[config.mk]
export PLATFORM = sky130hd
export DESIGN_NAME = ram_access_sequencer_flat
export DESIGN_NICKNAME = d
export VERILOG_FILES = /design/src/rtl/ram_access_sequencer_if.sv /design/src/rtl/ram_access_sequencer.sv /design/src/flat_wrapper.sv
export SDC_FILE = /design/constraint.sdc
export NUM_CORES = 1
export LEC_CHECK = 0
export ABC_AREA = 1
export BUFFER_PORTS_ARGS = -buffer_cell sky130_fd_sc_hd__buf_2
export CORE_UTILIZATION = 47
export DETAILED_ROUTE_END_ITERATION = 8
export HOLD_SLACK_MARGIN = 0.05
export PLACE_DENSITY = 0.77
export SLEW_MARGIN = 20
export SYNTH_ARGS = -nofsm -noshare
export SYNTH_HDL_FRONTEND = slang
export SYNTH_SLANG_ARGS = --single-unit
[constraint.sdc]
create_clock -name clk -period 3.35 [get_ports clk]
set_clock_uncertainty 0.05 [all_clocks]
set_input_delay 0.67 -clock clk [delete_from_list [all_inputs] [get_ports clk]]
set_output_delay 0.67 -clock clk [all_outputs]
set_load 0.01 [all_outputs]
[src/rtl/ram_access_sequencer_if.sv]
// Handshake bundle between the memory control stage, the RAM access sequencer
// and the synchronous data RAM.
interface ram_access_sequencer_if #(
  parameter int ADDR_WIDTH = 16,
  parameter int DATA_WIDTH = 32
);
  logic                  req;
  logic                  ram_rw_flag;
  logic [ADDR_WIDTH-1:0] address_in;
  logic [DATA_WIDTH-1:0] wdata_in;
  logic [DATA_WIDTH-1:0] rdata_out;
  logic                  done;
  logic                  err;
  logic                  busy;
  logic                  mem_en;
  logic                  mem_we;
  logic [ADDR_WIDTH-1:0] mem_addr;
  logic [DATA_WIDTH-1:0] mem_wdata;
  logic [DATA_WIDTH-1:0] mem_rdata;

  // Sequencer side.
  modport slave (
    input  req, ram_rw_flag, address_in, wdata_in, mem_rdata,
    output rdata_out, done, err, busy, mem_en, mem_we, mem_addr, mem_wdata
  );

  // Upstream stage together with the RAM.
  modport master (
    output req, ram_rw_flag, address_in, wdata_in, mem_rdata,
    input  rdata_out, done, err, busy, mem_en, mem_we, mem_addr, mem_wdata
  );
endinterface

[src/rtl/ram_access_sequencer.sv]
// Sequences one RAM access per request with configurable wait states; requests
// at or above ADDR_LIMIT are rejected with err instead of reaching the RAM.
module ram_access_sequencer #(
  parameter int                    ADDR_WIDTH  = 16,
  parameter int                    DATA_WIDTH  = 32,
  parameter int                    WAIT_STATES = 2,
  parameter logic [ADDR_WIDTH-1:0] ADDR_LIMIT  = 16'h1000
) (
  input  logic                   clk,
  input  logic                   reset,
  ram_access_sequencer_if.slave  bus
);

  typedef enum logic [1:0] {
    ST_IDLE   = 2'd0,
    ST_ACCESS = 2'd1,
    ST_DONE   = 2'd2
  } state_e;

  localparam logic [3:0] WAIT_LOAD = 4'(WAIT_STATES);

  state_e                state_q, state_d;
  logic [3:0]            cnt_q, cnt_d;
  logic [ADDR_WIDTH-1:0] addr_q, addr_d;
  logic [DATA_WIDTH-1:0] wdata_q, wdata_d;
  logic                  flag_q, flag_d;
  logic [DATA_WIDTH-1:0] rdata_q, rdata_d;
  logic                  done_q, done_d;
  logic                  err_q, err_d;
  logic                  busy_q, busy_d;
  logic                  en_q, en_d;
  logic                  we_q, we_d;

  // Next-state, holding-register and output decode; outputs follow state_d so they register cleanly.
  always_comb begin
    state_d = state_q;
    cnt_d   = cnt_q;
    addr_d  = addr_q;
    wdata_d = wdata_q;
    flag_d  = flag_q;
    rdata_d = rdata_q;
    err_d   = 1'b0;

    case (state_q)
      ST_IDLE: begin
        if (bus.req) begin
          addr_d  = bus.address_in;
          wdata_d = bus.wdata_in;
          flag_d  = bus.ram_rw_flag;
          if (bus.address_in < ADDR_LIMIT) begin
            state_d = ST_ACCESS;
            cnt_d   = WAIT_LOAD;
          end else begin
            state_d = ST_DONE;
            err_d   = 1'b1;
          end
        end else begin
          state_d = ST_IDLE;
        end
      end
      ST_ACCESS: begin
        if (cnt_q != 4'd0) begin
          cnt_d = cnt_q - 4'd1;
        end else begin
          state_d = ST_DONE;
          if (!flag_q) begin
            rdata_d = bus.mem_rdata;
          end else begin
            rdata_d = rdata_q;
          end
        end
      end
      ST_DONE: begin
        state_d = ST_IDLE;
      end
      default: begin
        state_d = ST_IDLE;
      end
    endcase

    busy_d = (state_d != ST_IDLE);
    en_d   = (state_d == ST_ACCESS);
    we_d   = en_d & flag_d;
    done_d = (state_d == ST_DONE);
  end

  // State, counter, holding and output registers.
  always_ff @(posedge clk or posedge reset) begin
    if (reset) begin
      state_q <= ST_IDLE;
      cnt_q   <= 4'd0;
      addr_q  <= '0;
      wdata_q <= '0;
      flag_q  <= 1'b0;
      rdata_q <= '0;
      done_q  <= 1'b0;
      err_q   <= 1'b0;
      busy_q  <= 1'b0;
      en_q    <= 1'b0;
      we_q    <= 1'b0;
    end else begin
      state_q <= state_d;
      cnt_q   <= cnt_d;
      addr_q  <= addr_d;
      wdata_q <= wdata_d;
      flag_q  <= flag_d;
      rdata_q <= rdata_d;
      done_q  <= done_d;
      err_q   <= err_d;
      busy_q  <= busy_d;
      en_q    <= en_d;
      we_q    <= we_d;
    end
  end

  assign bus.rdata_out = rdata_q;
  assign bus.done      = done_q;
  assign bus.err       = err_q;
  assign bus.busy      = busy_q;
  assign bus.mem_en    = en_q;
  assign bus.mem_we    = we_q;
  assign bus.mem_addr  = addr_q;
  assign bus.mem_wdata = wdata_q;

endmodule

[src/flat_wrapper.sv]
// flat-port wrapper written by rule: the top's interface ports become plain ports
module ram_access_sequencer_flat 
#(
  parameter int                    ADDR_WIDTH  = 16,
  parameter int                    DATA_WIDTH  = 32,
  parameter int                    WAIT_STATES = 2,
  parameter logic [ADDR_WIDTH-1:0] ADDR_LIMIT  = 16'h1000
)
  (clk, reset, bus_req, bus_ram_rw_flag, bus_address_in, bus_wdata_in, bus_mem_rdata, bus_rdata_out, bus_done, bus_err, bus_busy, bus_mem_en, bus_mem_we, bus_mem_addr, bus_mem_wdata);
  ram_access_sequencer_if #(.ADDR_WIDTH(ADDR_WIDTH), .DATA_WIDTH(DATA_WIDTH)) bus_i ();
  input  logic clk;
  input  logic reset;
  input wire logic [$bits(bus_i.req)-1:0] bus_req;
  input wire logic [$bits(bus_i.ram_rw_flag)-1:0] bus_ram_rw_flag;
  input wire logic [$bits(bus_i.address_in)-1:0] bus_address_in;
  input wire logic [$bits(bus_i.wdata_in)-1:0] bus_wdata_in;
  input wire logic [$bits(bus_i.mem_rdata)-1:0] bus_mem_rdata;
  output wire logic [$bits(bus_i.rdata_out)-1:0] bus_rdata_out;
  output wire logic [$bits(bus_i.done)-1:0] bus_done;
  output wire logic [$bits(bus_i.err)-1:0] bus_err;
  output wire logic [$bits(bus_i.busy)-1:0] bus_busy;
  output wire logic [$bits(bus_i.mem_en)-1:0] bus_mem_en;
  output wire logic [$bits(bus_i.mem_we)-1:0] bus_mem_we;
  output wire logic [$bits(bus_i.mem_addr)-1:0] bus_mem_addr;
  output wire logic [$bits(bus_i.mem_wdata)-1:0] bus_mem_wdata;
  assign bus_i.req = bus_req;
  assign bus_i.ram_rw_flag = bus_ram_rw_flag;
  assign bus_i.address_in = bus_address_in;
  assign bus_i.wdata_in = bus_wdata_in;
  assign bus_i.mem_rdata = bus_mem_rdata;
  assign bus_rdata_out = bus_i.rdata_out;
  assign bus_done = bus_i.done;
  assign bus_err = bus_i.err;
  assign bus_busy = bus_i.busy;
  assign bus_mem_en = bus_i.mem_en;
  assign bus_mem_we = bus_i.mem_we;
  assign bus_mem_addr = bus_i.mem_addr;
  assign bus_mem_wdata = bus_i.mem_wdata;
  ram_access_sequencer #(.ADDR_WIDTH(ADDR_WIDTH), .DATA_WIDTH(DATA_WIDTH), .WAIT_STATES(WAIT_STATES), .ADDR_LIMIT(ADDR_LIMIT)) u_core (.clk(clk), .reset(reset), .bus(bus_i));
endmodule
==> results.yml <==
run_status:
  status: "finished, final reports clean"
routing:
  routedWlPerCell_um: 12.2
  top_layer: "met4"
  drc_errors: 0
  drt_iter0_drc: 93
  num_vias: 3096
  routed-wl-met3_um: 819
  via_per_inst: 4.62
  wl_met2_mm: 3.64
  final_antenna_net_count: 0
  totalWireLength_mm: 8.20
  drtPass1Iterations: 7
  met1Wirelength_mm: 3.56
layout:
  multi_input_area_um2: 1090
  final_cell_mix: "nand2_1 (183), buf_2 (168), dfrtp_1 (92)"
  antenna_cells: 0
  fin_nets: 652
  areaGrowthSynthToFinish_pct: 28.9
  fillers: 626
  layout_commonest_cell: "nand2_1"
  seq_area_um2: 2300
  drive_above_1_share_pct: 35.7
  stdcell_count: 670
worst_setup_path:
  r2r-end: "u_core.bus.rdata_out[16]"
  worstPathMaxFanout: 64
  critical_path_arrival_ns: 2.19
  r2r-start: "u_core.cnt_q[0]"
  r2r_cells: 5
  worstSetupEndpointType: "flop"
  critPathLaunch: "u_core.cnt_q[0]"
  rrSetupSlack_ns: 1.31
  path_class: "flop to flop"
  cp_slowest_stage_delay_ns: 0.70
  crit_chain: "inv_1, ha_1, nand4_4, nand2_1, o21ai_2"
  startpoint_type: "flop"
  required_ns: 3.50
  slowest_stage: "nand4_4"
clocking:
  cts_post_setup_buffers_inserted: 0
  cts_buffer_depth: 2
  cts_root_buf: "clkbuf_8"
  clk_pin_slew_ns: 0.09
  cts_repair_resize_count: 0
  cts_tree: "done"
  clkSinkCount: 92
  ctsHoldBuffers: 0
  htree_levels: 3
  clk_latency_ns: 0.34
  cts_made_buffers: 9
synth:
  postSynthCellCount: 401
  yosysWarnings: 0
  synthMuxAreaShare_pct: 0
  synth_top_family_by_area: "simple AND/OR/NAND/NOR gates"
  synth_nets: 487
  synth_xor_area_share_pct: 0.238
  synthAdderAreaFrac_pct: 0.679
  ys_ff_latch: 92
  avgSynthCellArea_um2: 9.19
  synth_compound_area_share_pct: 6.76
  ys_types: 21
  yosysSeqAreaShare_pct: 62.5
  syn-cell-area_um2: 3680
  post_synth_and_or_nand_nor_area_fraction_pct: 21.8
global_routing:
  grt_usage_pct: 20.9
  grt_pass1_vias: 3098
  grt_pass1_wl_mm: 13.7
  antenna_found_initial: 0
  grt-ovfl-total: 0
  grt_max_degree: 65
min_path:
  min_path_type: "primary input to async pin"
run:
  maxCapViolations: 0
sta:
  max_freq_mhz: 490
  slew_violations: 0
  period_needed_ns: 2.04
  tns_ns: 0
  worst_pin_slew_ns: 0.896
  hold_viol: 0
  relSlewSlack_pct: 40.1
  setup_viol: 0
  rsz0062_at_grt: "false"
  timing.final.crit_share_pct: 60.9
floorplan:
  initial_core_util_pct: 49.7
  die_y_um: 90.5
  io_pins: 169
  core_um2: 7410
  rows: 31
  die-area_um2: 8200
  fp.dieW_um: 90.5
pwr:
  ir_worst_vdd_mv: 0.283
  cellPowerDensity_nw_per_um2: 641
  leakage_nw: 2.80
placed_design:
  post-dp-hpwl_mm: 5.94
  routabilityCongestion: 0.773
  placed_cells: 654
  io_buffers: 168
## routing by layer
layer  track usage, %  vias to the layer above
met4             9.81                        0
met5                0                        -
met1             26.9                     1391
met2             32.2                      154
li1                 -                     1532
met3             6.65                       19
## state kept, by name (all words and copies together), names as in the netlist
| register | cells |
|---|---|
| u_core.bus.mem_wdata | 32 |
| u_core.bus.rdata_out | 32 |
| u_core.bus.mem_addr | 16 |
| u_core.cnt_q | 4 |
| u_core.state_q | 2 |
| u_core.bus.busy | 1 |
| u_core.bus.done | 1 |
| u_core.bus.err | 1 |
| u_core.bus.mem_en | 1 |
| u_core.bus.mem_we | 1 |
| u_core.flag_q | 1 |
## worst max path at each step
stage                                to  slack [ns]  depth (start not counted)
2_1_floorplan           u_core.bus.busy        0.24                          1
3_3_place_gp   u_core.bus.rdata_out[30]        1.43                          4
3_5_place_dp   u_core.bus.rdata_out[27]        1.30                          5
4_1_cts         u_core.bus.rdata_out[5]        1.30                          4
5_1_grt         u_core.bus.rdata_out[5]        1.10                          4
6_report       u_core.bus.rdata_out[16]        1.31                          5
## power by group
part	leakage (nW)	internal, W	switching [W]
Combinational	1.64	0.000352	0.000475
Clock	0.0962	0.000345	0.000368
Sequential	1.06	0.00137	0.000136
Total	2.80	0.00206	0.000980
## cells in the mapped netlist (all sizes together)
cell type / n / area [µm²]
ha: 2 / 25.0
nand3: 4 / 20.0
buf: 16 / 124
a21oi: 2 / 10.0
o21ai: 37 / 226
xnor2: 1 / 8.76
dfrtp: 92 / 2300
nand4: 2 / 27.5
nand2: 186 / 703
o22ai: 2 / 12.5
nor2: 11 / 51.3
inv: 46 / 173
## layout make-up
class | instances | share of cell area (%)
clock buffers | 10 | 2.69
clock inverters | 6 | 1.37
inverters | 46 | 3.66
multi-input cells | 247 | 22.9
flip-flops and latches | 92 | 48.5
well taps | 99 | 2.61
repair buffers | 170 | 18.3
## per-stage QoR
stage | util [%] | hold WS, ns | setup WS, ns | total power, W | instance area (µm²)
2_1_floorplan | - | 0.424 | 0.238 | 0.00198 | 3680
3_3_place_gp | 61.5 | 0.407 | 1.43 | 0.00232 | 4560
3_5_place_dp | 61.5 | 0.410 | 1.30 | 0.00236 | 4560
4_1_cts | 64.1 | 0.342 | 1.30 | 0.00308 | 4750
5_1_grt | 64.1 | 0.378 | 1.10 | 0.00325 | 4750
6_report | 64.1 | 0.344 | 1.31 | 0.00304 | 4750
## worst max-delay path: cells and delay by family (launching register included)
kind            cells  cell delay, ns
fa+ha+maj           1            0.22
compound gates      1            0.08
flops               1            0.42
buf+inv             1            0.11
simple gates        2            1.00
## kinds of logic after synthesis
kind of cell | Yosys count
XOR/XNOR | 1
AO/OA/AOI/OAI | 41
buffers and inverters | 62
AND/OR/NAND/NOR | 203
flip-flops | 92
adder cells (fa/ha/maj) | 2
(Power assumes the default switching activity.)
